<file path="src/rtl/sobel_line_packer.sv">
// sobel_line_packer: packs the 1-bit Sobel edge stream into fixed-length byte
// packets, one per image line: 2-byte big-endian line number, then
// IMAGE_WIDTH/8 pixel bytes, MSB-first. Short lines are zero-padded, long
// lines are truncated, so every started line yields exactly DATA_LENGTH bytes.
module sobel_line_packer #(
    parameter int IMAGE_WIDTH = 1280
) (
    input  logic       clk_pixel,
    input  logic       rst_n,
    input  logic       valid,
    input  logic       vsync,
    input  logic       sobel,
    output logic [7:0] byte_data,
    output logic       byte_valid,
    output logic       byte_last,
    output logic       frame_start,
    output logic       line_err
);

    localparam int DATA_LENGTH = IMAGE_WIDTH / 8 + 2;
    localparam int IDX_W       = $clog2(IMAGE_WIDTH + 1);
    localparam int CNT_W       = $clog2(DATA_LENGTH + 1);
    localparam logic [IDX_W-1:0] IDX_FULL = IDX_W'(IMAGE_WIDTH);
    localparam logic [CNT_W-1:0] CNT_LAST = CNT_W'(DATA_LENGTH - 1);

    typedef enum logic [1:0] {IDLE, LINE, PAD} state_t;

    state_t           state_q;
    logic             vsync_q, vsync_prev_q;
    logic             valid_prev_q;
    logic             frame_pending_q;
    logic [15:0]      line_q;
    logic [IDX_W-1:0] idx_q;
    logic [CNT_W-1:0] cnt_q;
    logic [6:0]       sr_q;
    logic             drop_q;
    logic [7:0]       byte_data_q;
    logic             byte_valid_q, byte_last_q, frame_start_q, line_err_q;

    logic             vsync_rise, start;
    logic [15:0]      hdr_line;
    logic [7:0]       partial_byte;
    logic             partial_due;
    logic [7:0]       byte_data_d;
    logic             byte_valid_d, byte_last_d;

    assign vsync_rise   = vsync_q & ~vsync_prev_q;
    // A line only begins on a fresh valid edge, so a line that overruns its
    // padding window cannot restart mid-stream.
    assign start        = (state_q == IDLE) && valid && !valid_prev_q;
    assign hdr_line     = frame_pending_q ? 16'h0000 : line_q;
    // Left-align the n collected bits of the partial byte, zero-filling below.
    assign partial_byte = {sr_q, 1'b0} << (3'd7 - idx_q[2:0]);
    assign partial_due  = (idx_q[2:0] != 3'd0) &&
                          (cnt_q == CNT_W'(2) + CNT_W'(idx_q >> 3));

    // Select the byte (if any) to be registered onto the output this cycle.
    always_comb begin
        byte_valid_d = 1'b0;
        byte_data_d  = 8'h00;
        case (state_q)
            IDLE: begin
                if (start) begin
                    byte_valid_d = 1'b1;
                    byte_data_d  = hdr_line[15:8];
                end
            end
            LINE: begin
                if (valid && idx_q != IDX_FULL) begin
                    if (idx_q == IDX_W'(1)) begin
                        byte_valid_d = 1'b1;
                        byte_data_d  = line_q[7:0];
                    end else if (idx_q[2:0] == 3'd7) begin
                        byte_valid_d = 1'b1;
                        byte_data_d  = {sr_q, sobel};
                    end
                end
            end
            PAD: begin
                byte_valid_d = 1'b1;
                if (cnt_q == CNT_W'(1)) begin
                    byte_data_d = line_q[7:0];
                end else if (partial_due) begin
                    byte_data_d = partial_byte;
                end
            end
            default: ;
        endcase
        byte_last_d = byte_valid_d && (state_q != IDLE) && (cnt_q == CNT_LAST);
    end

    // Synchronise vsync and keep its previous value for edge detection.
    always_ff @(posedge clk_pixel or negedge rst_n) begin
        if (!rst_n) begin
            vsync_q      <= 1'b0;
            vsync_prev_q <= 1'b0;
        end else begin
            vsync_q      <= vsync;
            vsync_prev_q <= vsync_q;
        end
    end

    // Line FSM: pixel packing, padding, line numbering and registered outputs.
    always_ff @(posedge clk_pixel or negedge rst_n) begin
        if (!rst_n) begin
            state_q         <= IDLE;
            valid_prev_q    <= 1'b0;
            frame_pending_q <= 1'b0;
            line_q          <= 16'h0000;
            idx_q           <= '0;
            cnt_q           <= '0;
            sr_q            <= '0;
            drop_q          <= 1'b0;
            byte_data_q     <= 8'h00;
            byte_valid_q    <= 1'b0;
            byte_last_q     <= 1'b0;
            frame_start_q   <= 1'b0;
            line_err_q      <= 1'b0;
        end else begin
            byte_data_q   <= byte_data_d;
            byte_valid_q  <= byte_valid_d;
            byte_last_q   <= byte_last_d;
            frame_start_q <= vsync_rise;
            line_err_q    <= 1'b0;
            valid_prev_q  <= valid;
            if (vsync_rise) frame_pending_q <= 1'b1;
            if (byte_valid_d) cnt_q <= cnt_q + CNT_W'(1);
            if (byte_last_d) line_q <= line_q + 16'h0001;
            case (state_q)
                IDLE: begin
                    if (start) begin
                        state_q <= LINE;
                        idx_q   <= IDX_W'(1);
                        cnt_q   <= CNT_W'(1);
                        sr_q    <= {sr_q[5:0], sobel};
                        drop_q  <= 1'b0;
                        if (frame_pending_q) begin
                            line_q <= 16'h0000;
                            if (!vsync_rise) frame_pending_q <= 1'b0;
                        end
                    end
                end
                LINE: begin
                    if (valid) begin
                        if (idx_q != IDX_FULL) begin
                            sr_q  <= {sr_q[5:0], sobel};
                            idx_q <= idx_q + IDX_W'(1);
                        end else if (!drop_q) begin
                            line_err_q <= 1'b1;
                            drop_q     <= 1'b1;
                        end
                    end else if (idx_q == IDX_FULL) begin
                        state_q <= IDLE;
                    end else begin
                        line_err_q <= 1'b1;
                        state_q    <= PAD;
                    end
                end
                PAD: begin
                    if (valid && !drop_q) begin
                        line_err_q <= 1'b1;
                        drop_q     <= 1'b1;
                    end
                    if (byte_last_d) state_q <= IDLE;
                end
                default: state_q <= IDLE;
            endcase
        end
    end

    assign byte_data   = byte_data_q;
    assign byte_valid  = byte_valid_q;
    assign byte_last   = byte_last_q;
    assign frame_start = frame_start_q;
    assign line_err    = line_err_q;

endmodule

</file>
<file path="config.mk">
export PLATFORM = sky130hd
export DESIGN_NAME = sobel_line_packer
export DESIGN_NICKNAME = d
export VERILOG_FILES = /design/src/rtl/sobel_line_packer.sv
export SDC_FILE = /design/constraint.sdc
export NUM_CORES = 1
export LEC_CHECK = 0
export ABC_AREA = 1
export ABC_CLOCK_PERIOD_IN_PS = 1700
export CORE_MARGIN = 5
export CORE_UTILIZATION = 45
export DETAILED_ROUTE_END_ITERATION = 8
export GPL_TIMING_DRIVEN = 0
export SYNTH_ARGS = -nofsm -noshare
export SYNTH_HDL_FRONTEND = slang
export SYNTH_SLANG_ARGS = --single-unit
</file>
<file path="constraint.sdc">
create_clock -name clk_pixel -period 1.7 [get_ports clk_pixel]
set_input_delay 0.425 -clock clk_pixel [delete_from_list [all_inputs] [get_ports clk_pixel]]
set_output_delay 0.425 -clock clk_pixel [all_outputs]
set_load 0.01 [all_outputs]
</file>
# --- Word-level counts from Yosys, hierarchy flattened ---
# Index checks and enable logic that the tools add are counted.
totals:
  ff_bits: 61
  inputBits: 5
  output_inout_bits: 12
classes:
  n_shift: 1
  n_reduce_logical: 17
  n_mux: 49
  n_eq_ne: 16
  n_bitwise: 2
  addsub: 5
op_table:
  columns: ["operator", "count"]
  rows:
  - ["2-to-1 mux 16 bit", 5]
  - ["2-to-1 mux 8 bit", 9]
  - ["2-to-1 mux 11 bit", 3]
  - ["one-hot mux 8 bit (3 select lines)", 1]
  - ["one-hot mux 11 bit (2 select lines)", 1]
  - ["2-to-1 mux 7 bit", 3]
  - ["2-to-1 mux 1 bit", 18]
  - ["adder 16 x 1 -> 16 bit, second input constant", 1]
  - ["inequality test 2 bit, second input constant", 7]
  - ["one-hot mux 7 bit (2 select lines)", 1]
  - ["adder 11 x 1 -> 11 bit, second input constant", 1]
  - ["equality test 11 x 1 -> 1 bit, second input constant", 1]
  - ["equality test 11 bit, second input constant", 1]
  - ["inequality test 11 bit, second input constant", 1]
  - ["adder 2 x 8 -> 8 bit, first input constant", 1]
  - ["adder 8 x 1 -> 8 bit, second input constant", 1]
  - ["equality test 8 x 1 -> 1 bit, second input constant", 1]
  - ["equality test 8 bit", 1]
  - ["equality test 8 bit, second input constant", 1]
  - ["2-to-1 mux 2 bit", 4]
  - ["left shift 8 x 3 -> 8 bit", 1]
  - ["logical AND 1 bit", 7]
  - ["one-hot mux 1 bit (3 select lines)", 2]
  - ["one-hot mux 2 bit (3 select lines)", 1]
  - ["other kinds (14)", 17]

# --- Logic depth before layout (Yosys ltp) ---
# Gate-level depths: netlist (run 1).
depth:
  depth_word: 11
  ltp_mapped: 14
  mapped_depth_nobuf: 14

# --- Least setup slack after synthesis (run 1) ---
# OpenSTA, ideal clock, no wires.
synth_timing:
  path_type: "flip-flop to flip-flop"
  startpoint: "register state_q[0]"
  endpoint: "register line_q[6]"
  period_less_slack_ns: 1.871
  slack_ns: -0.171
  setup_ns: 0.120
  path_buffers: 1
  arrival_time_ns: 1.752
  stages_incl_launch_ff: 10
  cell_sequence: "dfrtp_1 > inv_1 > ha_1 > inv_1 > nand3_1 > nor3_2 > buf_2 > nand4_1 > o21ai_0 > nor2_1"
synth_between:
  elab_chain_cells: 11
  elab_cells_between_ends: 14
  classes_between: "eq/ne (2); mux (6); reduce/logical (6)"
synth_lines:
  columns: ["element", "line", "source"]
  rows:
  - ["start: declaration", "28", "state_t state_q;"]
  - ["start signal: assignment", "106", "state_q <= IDLE;"]
  - ["start signal: assignment", "132", "state_q <= LINE;"]
  - ["start signal: assignment", "153", "state_q <= IDLE;"]
  - ["zero test 2 bit", "50, 61, 129", null]
  - ["logical AND 1 bit (2 in a row)", "50", "assign start = (state_q == IDLE) && valid && !valid_prev_q;"]
  - ["2-to-1 mux 1 bit", "63", "if (start) begin"]
  - ["one-hot mux 1 bit (3 select lines)", "61", "case (state_q)"]
  - ["logical AND 1 bit (2 in a row)", "89", "byte_last_d = byte_valid_d && (state_q != IDLE) && (cnt_q == CNT_LAST);"]
  - ["2-to-1 mux 16 bit", "128", "if (byte_last_d) line_q <= line_q + 16'h0001;"]
  - ["2-to-1 mux 16 bit", "137", "if (frame_pending_q) begin"]
  - ["2-to-1 mux 16 bit", "131", "if (start) begin"]
  - ["2-to-1 mux 16 bit *", "129", "case (state_q)"]
  - ["end signal: assignment", "128", null]
  - ["end: declaration", "32", "logic [15:0] line_q;"]
# Mark *: on every way between the ends. The rest lies on a longest branch, timed or not.
# A chain may end at the register's enable or synchronous reset.

# --- Worst setup path in the final report (run 1) ---
layout_timing:
  startpoint: "register idx_q[1]"
  endpoint: "register line_q[12]"
layout_between:
  elab_chain_cells: 11
  elab_cells_between_ends: 14
  classes_between: "eq/ne (3); mux (8); reduce/logical (3)"
layout_lines:
  columns: ["element", "line", "source"]
  rows:
  - ["start: declaration", "33", "logic [IDX_W-1:0] idx_q;"]
  - ["start signal: assignment", "147", "idx_q <= idx_q + IDX_W'(1);"]
  - ["equality test 3 bit", "73", "end else if (idx_q[2:0] == 3'd7) begin"]
  - ["2-to-1 mux 1 bit", "73", null]
  - ["2-to-1 mux 1 bit", "70", "if (idx_q == IDX_W'(1)) begin"]
  - ["2-to-1 mux 1 bit *", "69", "if (valid && idx_q != IDX_FULL) begin"]
  - ["one-hot mux 1 bit (3 select lines) *", "61", null]
  - ["via byte_valid_d", "45", "logic byte_valid_d, byte_last_d;"]
  - ["logical AND 1 bit * (2 in a row)", "89", null]
  - ["2-to-1 mux 16 bit *", "128", null]
  - ["2-to-1 mux 16 bit", "137", null]
  - ["2-to-1 mux 16 bit", "131", null]
  - ["2-to-1 mux 16 bit *", "129", null]
# The timed path passes the listed nets; every way through them passes the cells marked *.

==> results of run 1 <==
==> per-layer routing <==
metal	routed length, um	global-route usage [%]
met2	5316	32.60
met1	4968	27.62
met4	199	7.854
met3	443	3.637
met5	0	0
==> critical path, cell delays in order, from the launching register on <==
cell and delay (ps):
dfrtp_2 430, inv_4 100, ha_4 150, nand2_4 50, nor2_4 140, nand3_4 100, nand2_4 100, nand2_8 70
a21oi_4 260, buf_6 160, nand4_1 70, a21oi_1 170
==> stage by stage <==
| stage | instance area [sq um] | setup slack (ps) |
|---|---|---|
| 6_report | 5401 | -182.2 |
| 5_1_grt | 5401 | -272.9 |
| 4_1_cts | 5111 | -121.3 |
| 3_5_place_dp | 4449 | -830.0 |
| 3_3_place_gp | 4452 | -2122 |
| 2_1_floorplan | 4156 | -58.00 |
==> kinds of logic after synthesis <==
logic type / Yosys count / share of synthesized area, %
simple gates: 288 / 33.22
compound gates: 102 / 13.77
buf+inv: 96 / 9.416
flops: 61 / 37.67
fa+ha+maj: 15 / 4.631
xor+xnor: 6 / 1.297
==> repair_timing <==
action / 4_1_cts / 5_1_grt
pin swaps: 23 / 21
endpoints found under the setup margin: 54 / 53
gates resized for setup: 72 / 69
buffers inserted: 28 / 7
gates cloned: 2 / 1
==> path summary, 6_finish.rpt <==
check,startpoint,depth (start not counted),end,slack [ps]
max,idx_q[1],11,line_q[12],-180
min,rst_n,1,byte_data[3],160
max reg2reg,idx_q[1],11,line_q[12],-180
min reg2reg,vsync_q,0,vsync_prev_q,380
max in group asynchronous,rst_n,1,cnt_q[0],950
min in group clk_pixel,vsync_q,0,vsync_prev_q,380
==> power breakdown <==
group / internal [mW] / switching, mW
clock network: 0.902 / 0.626
logic: 1.75 / 2.31
registers: 1.75 / 0.350
total: 4.40 / 3.28
==> flip-flops by register name (all words and copies together), names as in the netlist <==
name and count:
byte_last 1, vsync_q 1, idx_q 11, frame_start 1, frame_pending_q 1, state_q 2, line_err 1, byte_valid 1
valid_prev_q 1, sr_q 7, cnt_q 8, vsync_prev_q 1, drop_q 1, byte_data 8, line_q 16
==> layout by cell type, fill, tap and decap left out, drive strengths merged <==
| master | n |
|---|---|
| nand2 | 133 |
| inv | 85 |
| nor2 | 79 |
| dfrtp | 61 |
| buf | 46 |
| a21oi | 44 |
| o21ai | 44 |
| nand3 | 31 |
| nand4 | 27 |
| clkbuf | 15 |
| ha | 15 |
| clkdlybuf4s50 | 14 |
| nor3 | 11 |
| o21bai | 7 |
| xor2 | 5 |
| nor4 | 3 |
| or2 | 3 |
| a211oi | 2 |
| o221ai | 2 |
| bufinv | 2 |
| clkinv | 2 |
| xnor2 | 1 |
| o211ai | 1 |
| nand3b | 1 |
| o21a | 1 |
| o22ai | 1 |
| dlygate4sd2 | 1 |
==> area by class of cell <==
| class | instances | area share (%) |
|---|---|---|
| Sequential cell | 61 | 28.42 |
| Tap cell | 108 | 2.502 |
| Multi-Input combinational cell | 411 | 47.74 |
| Inverter | 85 | 6.139 |
| Buffer | 10 | 1.830 |
| Clock buffer | 12 | 2.872 |
| Timing Repair Buffer | 54 | 9.196 |
| Clock inverter | 4 | 1.297 |
==> results.py, run 1 <==
metrics = {
    "yosys": {
        "netlist_top_cells_area": "dfrtp_1 38%, nand2_1 12%, inv_1 7.3%",
        "yosysMostFrequentCell": "nand2_1",
        "ys_top_cells_by_count": "127 x nand2_1, 79 x inv_1, 73 x nor2_1",
        "ys_seq_area_share_pct": 37.67,
        "syn_area_sq_mm": 0.004053,
        "syn_area_per_cell_sq_um": 7.135,
        "synth_cells": 568,
        "syn-num-nets": 588,
        "async_reset_ff_share_pct": 100.0,
        "synthFlopType": "dfrtp_1",
        "yosys.area.top_type": "dfrtp_1",
        "synth_edf_count": 0,
        "synth-seq-cells": 61,
        "netlist.area_leader.share_pct": 37.67,
        "yosysWarnings": 0,
        "synth_cell_types": 37,
    },
    "floorplanning": {
        "fp.dieW_um": 104.9,
        "dieArea_sq_mm": 0.01100,
        "ioPinCount": 17,
        "die_h_um": 104.9,
        "row_count": 34,
        "start_util_pct": 46.25,
        "core_sq_mm": 0.008763,
    },
    "layout": {
        "utilization_pct": 61.64,
        "multi_input_area_sq_mm": 0.002579,
        "nFillCells": 768,
        "seq_area_sq_mm": 0.001535,
        "fin_cells": 745,
        "nets": 652,
        "diodes": 0,
        "drive_gt1_share_pct": 27.79,
        "area_delta_synth_final_pct": 33.28,
    },
    "outcome": {
        "status": "complete, but fails checks",
        "violations": "setup timing",
    },
    "sta": {
        "rsz0062_at_grt": "true",
        "slew_headroom_pct": 46.45,
        "hold_ws_ps": 160.3,
        "drv_slew": 0,
        "setup_viol": 41,
        "finalHoldViolations": 0,
        "fin_setup_tns_ps": -3522,
        "clock_skew_ps": 9.900,
        "worst_slack_ps": -182.2,
        "fmax_ghz": 0.5313,
        "tightest_slew_ps": 803.3,
        "fin_crit_ps": 1882,
        "final.period_utilization_pct": 110.7,
    },
    "worst_hold_path": {
        "worstHoldPathType": "input port to async pin",
    },
    "pwr": {
        "leakagePower_nw": 2.362,
        "peakVddDrop_mv": 0.8139,
        "finalPower_mw": 7.678,
        "p_per_area_mw_per_mm2": 1421,
    },
    "clocking": {
        "clk_latency_ps": 350,
        "cts.sinks": 61,
        "clk_pin_slew_ps": 80,
        "clockBufferDepth": 2,
        "cts-root-buf": "clkbuf_8",
        "htreeDepth": 3,
        "cts_buffers": 9,
        "hold_buffers": 0,
        "cts_tree": "yes",
    },
    "setup_path": {
        "crit_path_max_fanout": 5,
        "critPathCaptureType": "flip-flop",
        "required_ps": 1970,
        "start_kind": "flip-flop",
        "worstSetupPathType": "flip-flop to flip-flop",
        "cp_data_arrival_time_ps": 2150,
    },
    "routing": {
        "wl_per_cell_um": 14.67,
        "drc": 0,
        "wl_um": 10930,
        "dr.pass1.iters": 4,
        "drtIter0Drc": 154,
        "detail-route-antenna-nets": 0,
        "num_vias": 3940,
        "vias_per_cell": 5.289,
    },
    "grt": {
        "grt_overflow_total": 0,
        "grt_max_degree": 62,
        "antenna_found_initial": 0,
        "grt_pass1_wl_um": 18460,
        "globalRouteTotalUtil_pct": 20.42,
        "grt_pass1_vias": 3831,
    },
    "place": {
        "place_inst": 692,
        "place_congestion": 0.9155,
        "portBuffers": 16,
        "dp_hpwl_um": 7671,
    },
    "flow_run": {
        "cap_viol_max_count": 0,
    },
}
Note: power is estimated with default switching activity, not from simulation.
==> run 2, diff against run 1 <==
--- a/config.mk
+++ b/config.mk
@@ -9,6 +9,7 @@
 export ABC_CLOCK_PERIOD_IN_PS = 1700
 export CORE_MARGIN = 5
 export CORE_UTILIZATION = 45
+export CTS_CLUSTER_SIZE = 30
 export DETAILED_ROUTE_END_ITERATION = 8
 export GPL_TIMING_DRIVEN = 0
 export SYNTH_ARGS = -nofsm -noshare
==> results of run 2 <==
The final DEF is identical to that of run 1; final timing and power are the same.
==> run 3, diff against run 2 <==
--- a/config.mk
+++ b/config.mk
@@ -6,12 +6,12 @@
 export NUM_CORES = 1
 export LEC_CHECK = 0
 export ABC_AREA = 1
-export ABC_CLOCK_PERIOD_IN_PS = 1700
 export CORE_MARGIN = 5
 export CORE_UTILIZATION = 45
 export CTS_CLUSTER_SIZE = 30
 export DETAILED_ROUTE_END_ITERATION = 8
 export GPL_TIMING_DRIVEN = 0
+export SLEW_MARGIN = 20
 export SYNTH_ARGS = -nofsm -noshare
 export SYNTH_HDL_FRONTEND = slang
 export SYNTH_SLANG_ARGS = --single-unit
==> run 3 against run 2 <==
The run still ends with setup timing left. Fmax grew 3.6%. Wire length rose by 3.0%. Clock power decreased by 14%. Sequential share of layout area is 0.69 points higher. Sequential power about the same. Global-route usage increased by 0.43 points. Critical path type unchanged. Largest power group unchanged. Highest routed layer unchanged.
==> results.py, run 3 (synthesis results as in run 1) <==
metrics = {
    "sta": {
        "tightest_slew_ps": 462.8,
        "fin_crit_ps": 1817,
        "fmax_ghz": 0.5503,
        "final.period_utilization_pct": 106.9,
        "slew_headroom_pct": 69.04,
        "rsz0062_at_grt": "true",
        "drv_slew": 0,
        "setup_viol": 44,
        "hold_ws_ps": 378.7,
        "worst_slack_ps": -117.0,
        "clock_skew_ps": 9.798,
        "finalHoldViolations": 0,
    },
    "clocking": {
        "cts_tree": "yes",
        "cts_buffers": 9,
        "clockBufferDepth": 2,
        "clk_latency_ps": 350,
        "htreeDepth": 3,
        "clk_pin_slew_ps": 80,
        "cts.sinks": 61,
        "cts-root-buf": "clkbuf_8",
    },
    "floorplanning": {
        "fp.dieW_um": 104.9,
        "start_util_pct": 46.25,
        "ioPinCount": 17,
        "die_h_um": 104.9,
        "row_count": 34,
        "dieArea_sq_mm": 0.01100,
        "core_sq_mm": 0.008763,
    },
    "flow_run": {
        "cap_viol_max_count": 0,
    },
    "pwr": {
        "combPwrFrac_pct": 53.7,
        "swShare_pct": 44.28,
        "power_frac_seq_pct": 28.4,
        "finalPower_mw": 7.308,
        "p_per_area_mw_per_mm2": 1384,
        "peakVddDrop_mv": 0.7305,
        "clkPwrFrac_pct": 17.9,
        "p_sw_mw": 3.236,
        "leakagePower_nw": 2.320,
        "internal_power_mw": 4.072,
    },
    "setup_path": {
        "r2r_cells": 13,
        "r2r-end": "cnt_q[3]",
        "cp_data_arrival_time_ps": 2100,
        "critical_path.startpoint": "idx_q[0]",
        "crit_path_frequent_cell": "nand2_1",
        "setup.worst_path.end": "cnt_q[3]",
        "r2r-start": "idx_q[0]",
        "worstSetupPathType": "flip-flop to flip-flop",
        "r2r_slack_ps": -120,
        "cp_cell_sequence": "buf_6 -> ha_4 -> nand2_4 -> nor2_4 -> nand3_4 -> nand2_4 -> nand2_8 -> a21oi_4 -> buf_4 -> nand2_1 -> nand2_1 -> nand2_1 -> nor2_1",
        "slowest_stage": "dfrtp_2",
        "start_kind": "flip-flop",
        "critPathCaptureType": "flip-flop",
        "critPathMaxStageDelay_ps": 420,
        "required_ps": 1990,
        "crit_path_max_fanout": 4,
    },
    "grt": {
        "grt_max_degree": 38,
        "grt_overflow_total": 0,
        "grt_pass1_vias": 3823,
        "antenna_found_initial": 0,
        "grt_pass1_wl_um": 18640,
        "globalRouteTotalUtil_pct": 20.85,
    },
    "place": {
        "dp_hpwl_um": 7825,
        "post_dp_cell_area_sq_mm": 0.004469,
        "portBuffers": 16,
        "place_congestion": 0.9155,
        "place_inst": 693,
    },
    "routing": {
        "dr.pass1.iters": 4,
        "num_vias": 4010,
        "wl_per_cell_um": 14.96,
        "wl_um": 11250,
        "drc": 0,
        "vias_per_cell": 5.332,
        "drtIter0Drc": 197,
        "detail-route-antenna-nets": 0,
    },
    "layout": {
        "diodes": 0,
        "final_cell_mix": "115 x nand2_1, 67 x inv_1, 63 x nor2_1",
        "nets": 659,
        "layout_commonest_cell": "nand2_1",
        "fin_cells": 752,
        "largest-register": "line_q",
        "fin_area_sq_mm": 0.005281,
        "largest_reg_flops": 16,
        "utilization_pct": 60.27,
        "drive_gt1_share_pct": 25.62,
        "area_delta_synth_final_pct": 30.32,
        "top_regs": "line_q x16, idx_q x11",
    },
    "outcome": {
        "status": "complete, but fails checks",
        "violations": "setup timing",
    },
    "worst_hold_path": {
        "worstHoldPathType": "flip-flop to flip-flop",
    },
}
[run 3: layout make-up]
| class | count | area [sq um] |
|---|---|---|
| buffer | 10 | 75.07 |
| clock buffer | 10 | 127.6 |
| clock inverter | 6 | 63.81 |
| fill | 811 | 3482 |
| inverter | 85 | 335.3 |
| multi-input combinational | 411 | 2465 |
| sequential | 61 | 1538 |
| tap | 108 | 135.1 |
| timing repair buffer | 61 | 541.8 |
[run 3: timing repair]
item,in CTS,in global routing
setup buffers,32,8
resized for setup,63,28
pin swaps,23,8
endpoints found under the setup margin,55,55
endpoints found under the hold margin,18,0
gates cloned,2,1
hold buffers,1,0
[run 3: per-layer routing]
| layer | up-vias | track usage, % | wire (um) |
|---|---|---|---|
| met1 | 1892 | 27.56 | 4996 |
| met5 | - | 0 | 0 |
| met4 | 0 | 8.037 | 241 |
| met2 | 98 | 34.17 | 5520 |
| met3 | 22 | 3.453 | 495 |
| li1 | 1998 | - | - |
[run 3: critical path, delay by kind of cell (launching register included)]
| kind | cells | cell delay [ps] |
|---|---|---|
| AND/OR/NAND/NOR | 9 | 680 |
| flip-flops | 1 | 420 |
| buffers and inverters | 2 | 290 |
| AO/OA/AOI/OAI | 1 | 220 |
| adder cells (fa/ha/maj) | 1 | 140 |
[run 3: worst min-delay path by stage]
stage	startpoint	endpoint	slack [ps]	cells past startpoint
2_1_floorplan	rst_n	byte_data[0]	130	0
3_3_place_gp	vsync_q	vsync_prev_q	360	0
3_5_place_dp	vsync_q	vsync_prev_q	360	0
4_1_cts	vsync_q	vsync_prev_q	380	0
5_1_grt	vsync_q	vsync_prev_q	390	0
6_report	vsync_q	vsync_prev_q	380	0
[run 3: through the flow]
step,setup TNS [ps],setup WS (ps)
after floorplan,-432.2,-58.00
after global placement,-151920,-2122
after detailed placement,-36970,-825.1
after CTS,-2236,-92.93
after global routing,-8347,-243.3
final,-2814,-117.0
[run 3: power by group through the flow]
| stage | clock network [mW] | logic [mW] | registers, mW |
|---|---|---|---|
| after floorplan | 0 | 2.01 | 2.04 |
| after global placement | 0 | 2.66 | 2.11 |
| after detailed placement | 0 | 2.72 | 2.12 |
| after CTS | 1.35 | 3.51 | 2.06 |
| after global routing | 1.41 | 4.33 | 2.12 |
| final | 1.31 | 3.93 | 2.08 |
==> patch 1: new RTL, config.mk and constraints of run 1 <==
Re-encode `state_t` (3 states) as one-hot, 3 bits wide.
--- a/src/rtl/sobel_line_packer.sv
+++ b/src/rtl/sobel_line_packer.sv
@@ -23,7 +23,7 @@
     localparam logic [IDX_W-1:0] IDX_FULL = IDX_W'(IMAGE_WIDTH);
     localparam logic [CNT_W-1:0] CNT_LAST = CNT_W'(DATA_LENGTH - 1);
 
-    typedef enum logic [1:0] {IDLE, LINE, PAD} state_t;
+    typedef enum logic [2:0] {IDLE = 3'b001, LINE = 3'b010, PAD = 3'b100} state_t;
 
     state_t           state_q;
     logic             vsync_q, vsync_prev_q;
Check against the original RTL: no difference found for any inputs over 10 cycles, from zero or initial values and one cycle with rst_n low; not proved beyond that.
==> patch 1 against run 1 <==
  * The run still ends with negative setup slack left
  * Wire length decreased by 4.6%
  * Worst setup slack improved by 100 ps
  * Highest routed layer unchanged
  * Synthesized cell count is 6.9% lower
  * Total power is 29% lower
  * Design area shrank 6.8%
  * Synthesized area fell by 1.4%
  * Sequential cell count rose by 1
  * Critical path depth is 2 higher
  * Utilization shrank 3.6 points
==> patch 1: results (changes against run 1) <==
- The slowest stage of the critical path is the dfrtp_2 cell.
- The sequential group share of total power was 34.4% (+7.1 points).
- The wire length on met3 came to 514 um (+16%).
- The placed cell count is 653 (-5.6%).
- The post-DP HPWL is 7159 um (-6.7%).
- The worst register-to-register path begins at idx_q[0]$_DFFE_PN0P_.
- The synthesized instance count is 529 (-6.9%).
- The maximum fanout along the worst path was 6 (+1).
- The worst reg2reg path depth is 13 (+2).
- The routing usage on met1 is 27.07% (-0.54 points).
- After synthesis, the cell types taking the most area are dfrtp_1 (38%), nand2_1 (12%), nand3_1 (6.1%).
- Ranked by instance count, the synthesized netlist is headed by nand2_1 (131), dfrtp_1 (61), inv_1 (54), nand3_1 (49), nor2_1 (49).
- The slew at the pin closest to its max-slew limit is 794.9 ps (-8.384 ps).
- The maximum ir drop on the vdd rail is 0.7198 mV (-12%).
- The die footprint is 10860 sq um (-1.3%).
- The initial detailed-routing violation count is 142 (-7.8%).
- The run finished, with violations left.
- The synthesized netlist net count is 543 (-7.7%).
- The sum of met2 wire segment lengths after detailed routing is 4872 um (-8.4%).
- The setup violation total in the final timing report is 50 (+22%).
- The worst path arrival time is 2070 ps (-80 ps).
- The first-pass GRT wire length was 17880 um (-3.1%).
- The routed length on met1 is 4834 um (-2.7%).
- The cell leakage power is 2.261 nW (-4.3%).
- The pin count of the biggest net entering global routing is 63 (+1.6%).
- The sequential element share of the synthesized area came to 38.87% (+1.2 points).
- The fraction of power consumed by combinational cells is 40.0% (-13 points).
- The global routing usage on met3 is 4.283% (+0.65 points).
- The ratio of cells with drive above 1 in the final layout is 26.18% (-1.6 points).
- The number of search-and-repair iterations in the first detailed-routing pass is 5 (+1).
- The worst register-to-register path ends at line_q[11]$_DFF_PN0_.
- The number of filler cells placed in the layout came to 797 (+3.8%).
- The number of global-route vias before repair is 3633 (-5.2%).
- The number of nets in the finished design is 602 (-7.7%).
- The weighted congestion at the end of routability-driven global placement is 0.8899 (-2.8%).
- The placement-stage worst setup slack is -715.3 ps (+114.7 ps).
- The final reports fail on negative setup slack.
- The post-route clock skew is 10.47 ps (+0.5724 ps).
- The area of combinational cells with multiple inputs is 2337 sq um (-9.4%).
- The instance area at placement came to 4319 sq um (-2.9%).
- The worst slack on hold paths is 162.2 ps (+1.976 ps).
- The total number of vias came to 3762 (-4.5%).
- The worst setup slack after layout came to -82.13 ps (+100.1 ps).
- The post-detailed-route via-to-cell ratio was 5.374 (+1.6%).
- The detailed router used layers up to and including met4.
- The power attributed to sequential cells is 1.88 mW (-10%).
- The met2 usage is 31.69% (-0.90 points).
patch 1: cell types whose count changed in the layout (fill, tap and decap cells not counted), sizes merged, moves of 6 or more:
| cell | change |
|---|---|
| a21oi | -12 |
| nor2 | -22 |
| xnor2 | +6 |
| nand4 | -15 |
| xor2 | +10 |
| inv | -27 |
| nand2 | +13 |
| nand3 | +18 |
| ha | -6 |
| nand3b | +7 |
patch 1: final cells by class:
cell class              count  share of cell area [%]
repair buffers             47                   8.870
well taps                 108                   2.683
flip-flops and latches     62                   30.93
inverters                  58                   4.522
plain buffers              12                   2.460
multi-input cells         398                   46.41
clock inverters             3                  0.8447
clock buffers              12                   3.279
patch 1: cells by family (layout without fill, tap and decap cells):
logic type / Yosys count / count (layout) / share of synthesized area (%)
AO/OA/AOI/OAI: 80 / 80 / 11.31
XOR/XNOR: 22 / 22 / 4.823
adder cells (fa/ha/maj): 9 / 9 / 2.819
buffers and inverters: 70 / 132 / 7.954
flip-flops: 62 / 62 / 38.87
AND/OR/NAND/NOR: 286 / 287 / 34.23
patch 1: timing repair:
item | CTS | global route
setup buffers | 26 | 2
gates resized for setup | 66 | 21
pin swaps | 21 | 7
endpoints found under the setup margin | 54 | 52
cloned | 3 | 1
hold buffers | 0 | 0
patch 1: worst max path at each step:
stage / endpoint / slack, ps / cells after the start
after CTS: line_q[13]$_DFF_PN0_ / -90 / 13
final: line_q[11]$_DFF_PN0_ / -80 / 13
after global routing: line_q[8]$_DFF_PN0_ / -190 / 13
after detailed placement: line_q[5]$_DFF_PN0_ / -720 / 7
after global placement: byte_valid$_DFF_PN0_ / -1890 / 1
after floorplan: line_q[12]$_DFF_PN0_ / -40 / 13
==> patch 2: new RTL, flow settings as in run 1 <==
Made on the original files. Set the parameter `IMAGE_WIDTH` to 320 (it was 1280).
--- a/src/rtl/sobel_line_packer.sv
+++ b/src/rtl/sobel_line_packer.sv
@@ -3,7 +3,7 @@
 // IMAGE_WIDTH/8 pixel bytes, MSB-first. Short lines are zero-padded, long
 // lines are truncated, so every started line yields exactly DATA_LENGTH bytes.
 module sobel_line_packer #(
-    parameter int IMAGE_WIDTH = 1280
+    parameter int IMAGE_WIDTH = 320
 ) (
     input  logic       clk_pixel,
     input  logic       rst_n,
Function: no difference found for any inputs over 10 cycles, from zero or initial values and one cycle with rst_n low; that may be too few to reach the edited logic, so the function may still have changed.
==> patch 2 against run 1 <==
  * The run still ends with negative setup slack left
  * Synthesized area is 3.8% lower
  * First-iteration DRC count is 6.5% higher
  * Sequential cell count is 4 lower
  * Highest routed layer unchanged
  * Fmax is 2.0% lower
  * Worst setup slack worse by 38 ps
  * Design area is 1.2% lower
  * Total power is 1.2% higher
  * Largest cell class unchanged
  * Sequential power is 10% lower
  * Wire length is 4.9% higher
==> patch 2: results (changes against run 1) <==
- The worst slack on hold paths came to 117.1 ps (-43.19 ps).
- The weighted congestion at the end of routability-driven global placement came to 0.8873 (-3.1%).
- The number of global-route vias before repair was 3822 (-0.23%).
- The combined global-route utilization of all metal layers was 22.63% (+2.2 points).
- The synthesized netlist net count is 577 (-1.9%).
- The sequential element share of the synthesized area came to 36.60% (-1.1 points).
- The number of filler cells placed in the layout is 756 (-1.6%).
- The placed cell count is 682 (-1.4%).
- The worst setup slack after layout is -220.4 ps (-38.13 ps).
- The pin count of the biggest net entering global routing came to 31 (-50%).
- By area the synthesized netlist is led by dfrtp_1 (37%), nand2_1 (15%), nand3_1 (7.3%).
- The synthesized instance count came to 557 (-1.9%).
- The commonest cells after synthesis are nand2_1 (153), inv_1 (72), dfrtp_1 (57), nand3_1 (57), nor2_1 (52).
- The routed length on met1 came to 5201 um (+4.7%).
- The instance area at placement came to 4237 sq um (-4.8%).
- The slew at the pin closest to its max-slew limit is 690.4 ps (-112.9 ps).
- The detailed-route wire length is 11460 um (+4.9%).
- The cell with the biggest individual delay on the critical path is dfrtp_1.
- The power density normalized to cell area came to 1456 nW/um^2 (+2.4%).
- The top cell family by delay on the critical path is compound AO/OA/AOI/OAI gates.
- The post-route clock skew is 8.022 ps (-1.878 ps).
- The clock reaches the later pin of the worst-skew pair after approximately 340 ps.
- The post-detailed-route via-to-cell ratio was 5.295 (+0.13%).
- The number of search-and-repair iterations in the first detailed-routing pass is 7 (+3).
- The worst reg2reg path depth is 12 (+1).
- The initial detailed-routing violation count came to 164 (+6.5%).
- The maximum ir drop on the vdd rail is 0.7249 mV (-11%).
- The detailed-route wire length per cell is 15.39 um (+4.9%).
- The first-pass GRT wire length is 18690 um (+1.3%).
- The number of different library cells in the post-synthesis netlist came to 33 (-11%).
- The checks that failed: negative setup slack.
- The capturing point of the worst reg2reg path is idx_q[0]$_DFFE_PN0P_.
- The flow ran to the end, but the final reports show violations.
- The setup violation total in the final timing report is 48 (+17%).
- The wire length on met3 came to 487 um (+9.9%).
-- patch 2: worst max path at each step --
| stage | to | slack (ps) | cells past startpoint |
|---|---|---|---|
| final | idx_q[0]$_DFFE_PN0P_ | -220 | 12 |
| after global routing | idx_q[0]$_DFFE_PN0P_ | -310 | 12 |
| after CTS | line_q[13]$_DFF_PN0_ | -180 | 12 |
| after detailed placement | line_q[13]$_DFF_PN0_ | -730 | 9 |
| after global placement | line_q[12]$_DFF_PN0_ | -1670 | 1 |
| after floorplan | idx_q[3]$_DFFE_PN0P_ | -60 | 14 |
-- patch 2: cells by family after synthesis --
family,Yosys count,synth area share [%]
AOI/OAI and AO/OA,80,11.27
xor gates and xnor gates,11,2.472
adders and majority gates,15,4.815
buffers and inverters,91,9.566
DFF,57,36.60
and+or+nand+nor,303,35.28
-- patch 2: worst register-to-register path, cell delays in order (launching register included) --
cell      delay, ps
dfrtp_1         430
inv_2           130
ha_4            160
inv_4            40
nor2_4           90
nand2_4          90
clkinv_4        110
nor2_4           40
a21oi_2         160
nand2_4          90
buf_4           150
o21ai_0         240
o21ai_2          80
-- patch 2: power by group --
part	internal [mW]	total (mW)	leakage [nW]	switching, mW
Sequential	1.62	1.89	0.751	0.271
Combinational	1.81	4.20	1.58	2.38
Clock	1.09	1.68	0.129	0.590
-- patch 2: stage by stage --
step | TNS, ps | setup WS (ps)
6_report | -6856 | -220.4
5_1_grt | -11980 | -305.3
4_1_cts | -6035 | -177.8
3_5_place_dp | -29750 | -732.5
3_3_place_gp | -123750 | -1670
2_1_floorplan | -890.7 | -60.36
-- patch 2: cell type report --
| cell class | instances | share of cell area, % |
|---|---|---|
| buffer | 11 | 1.899 |
| clock buffer | 12 | 3.094 |
| clock inverter | 4 | 1.828 |
| inverter | 79 | 6.024 |
| multi-input combinational | 410 | 46.55 |
| sequential | 57 | 26.86 |
| tap | 108 | 2.532 |
| timing repair buffer | 64 | 11.20 |
-- patch 2: repair_timing --
action,CTS,global route
cloned,3,2
setup endpoints to repair,52,52
resized for setup,96,51
pin swaps,11,13
setup buffers,37,6
-- patch 2: per-layer routing --
layer,up-vias,track usage [%]
li1,1953,-
met1,1878,31.09
met2,94,36.06
met3,20,4.668
met4,0,6.574
met5,-,0
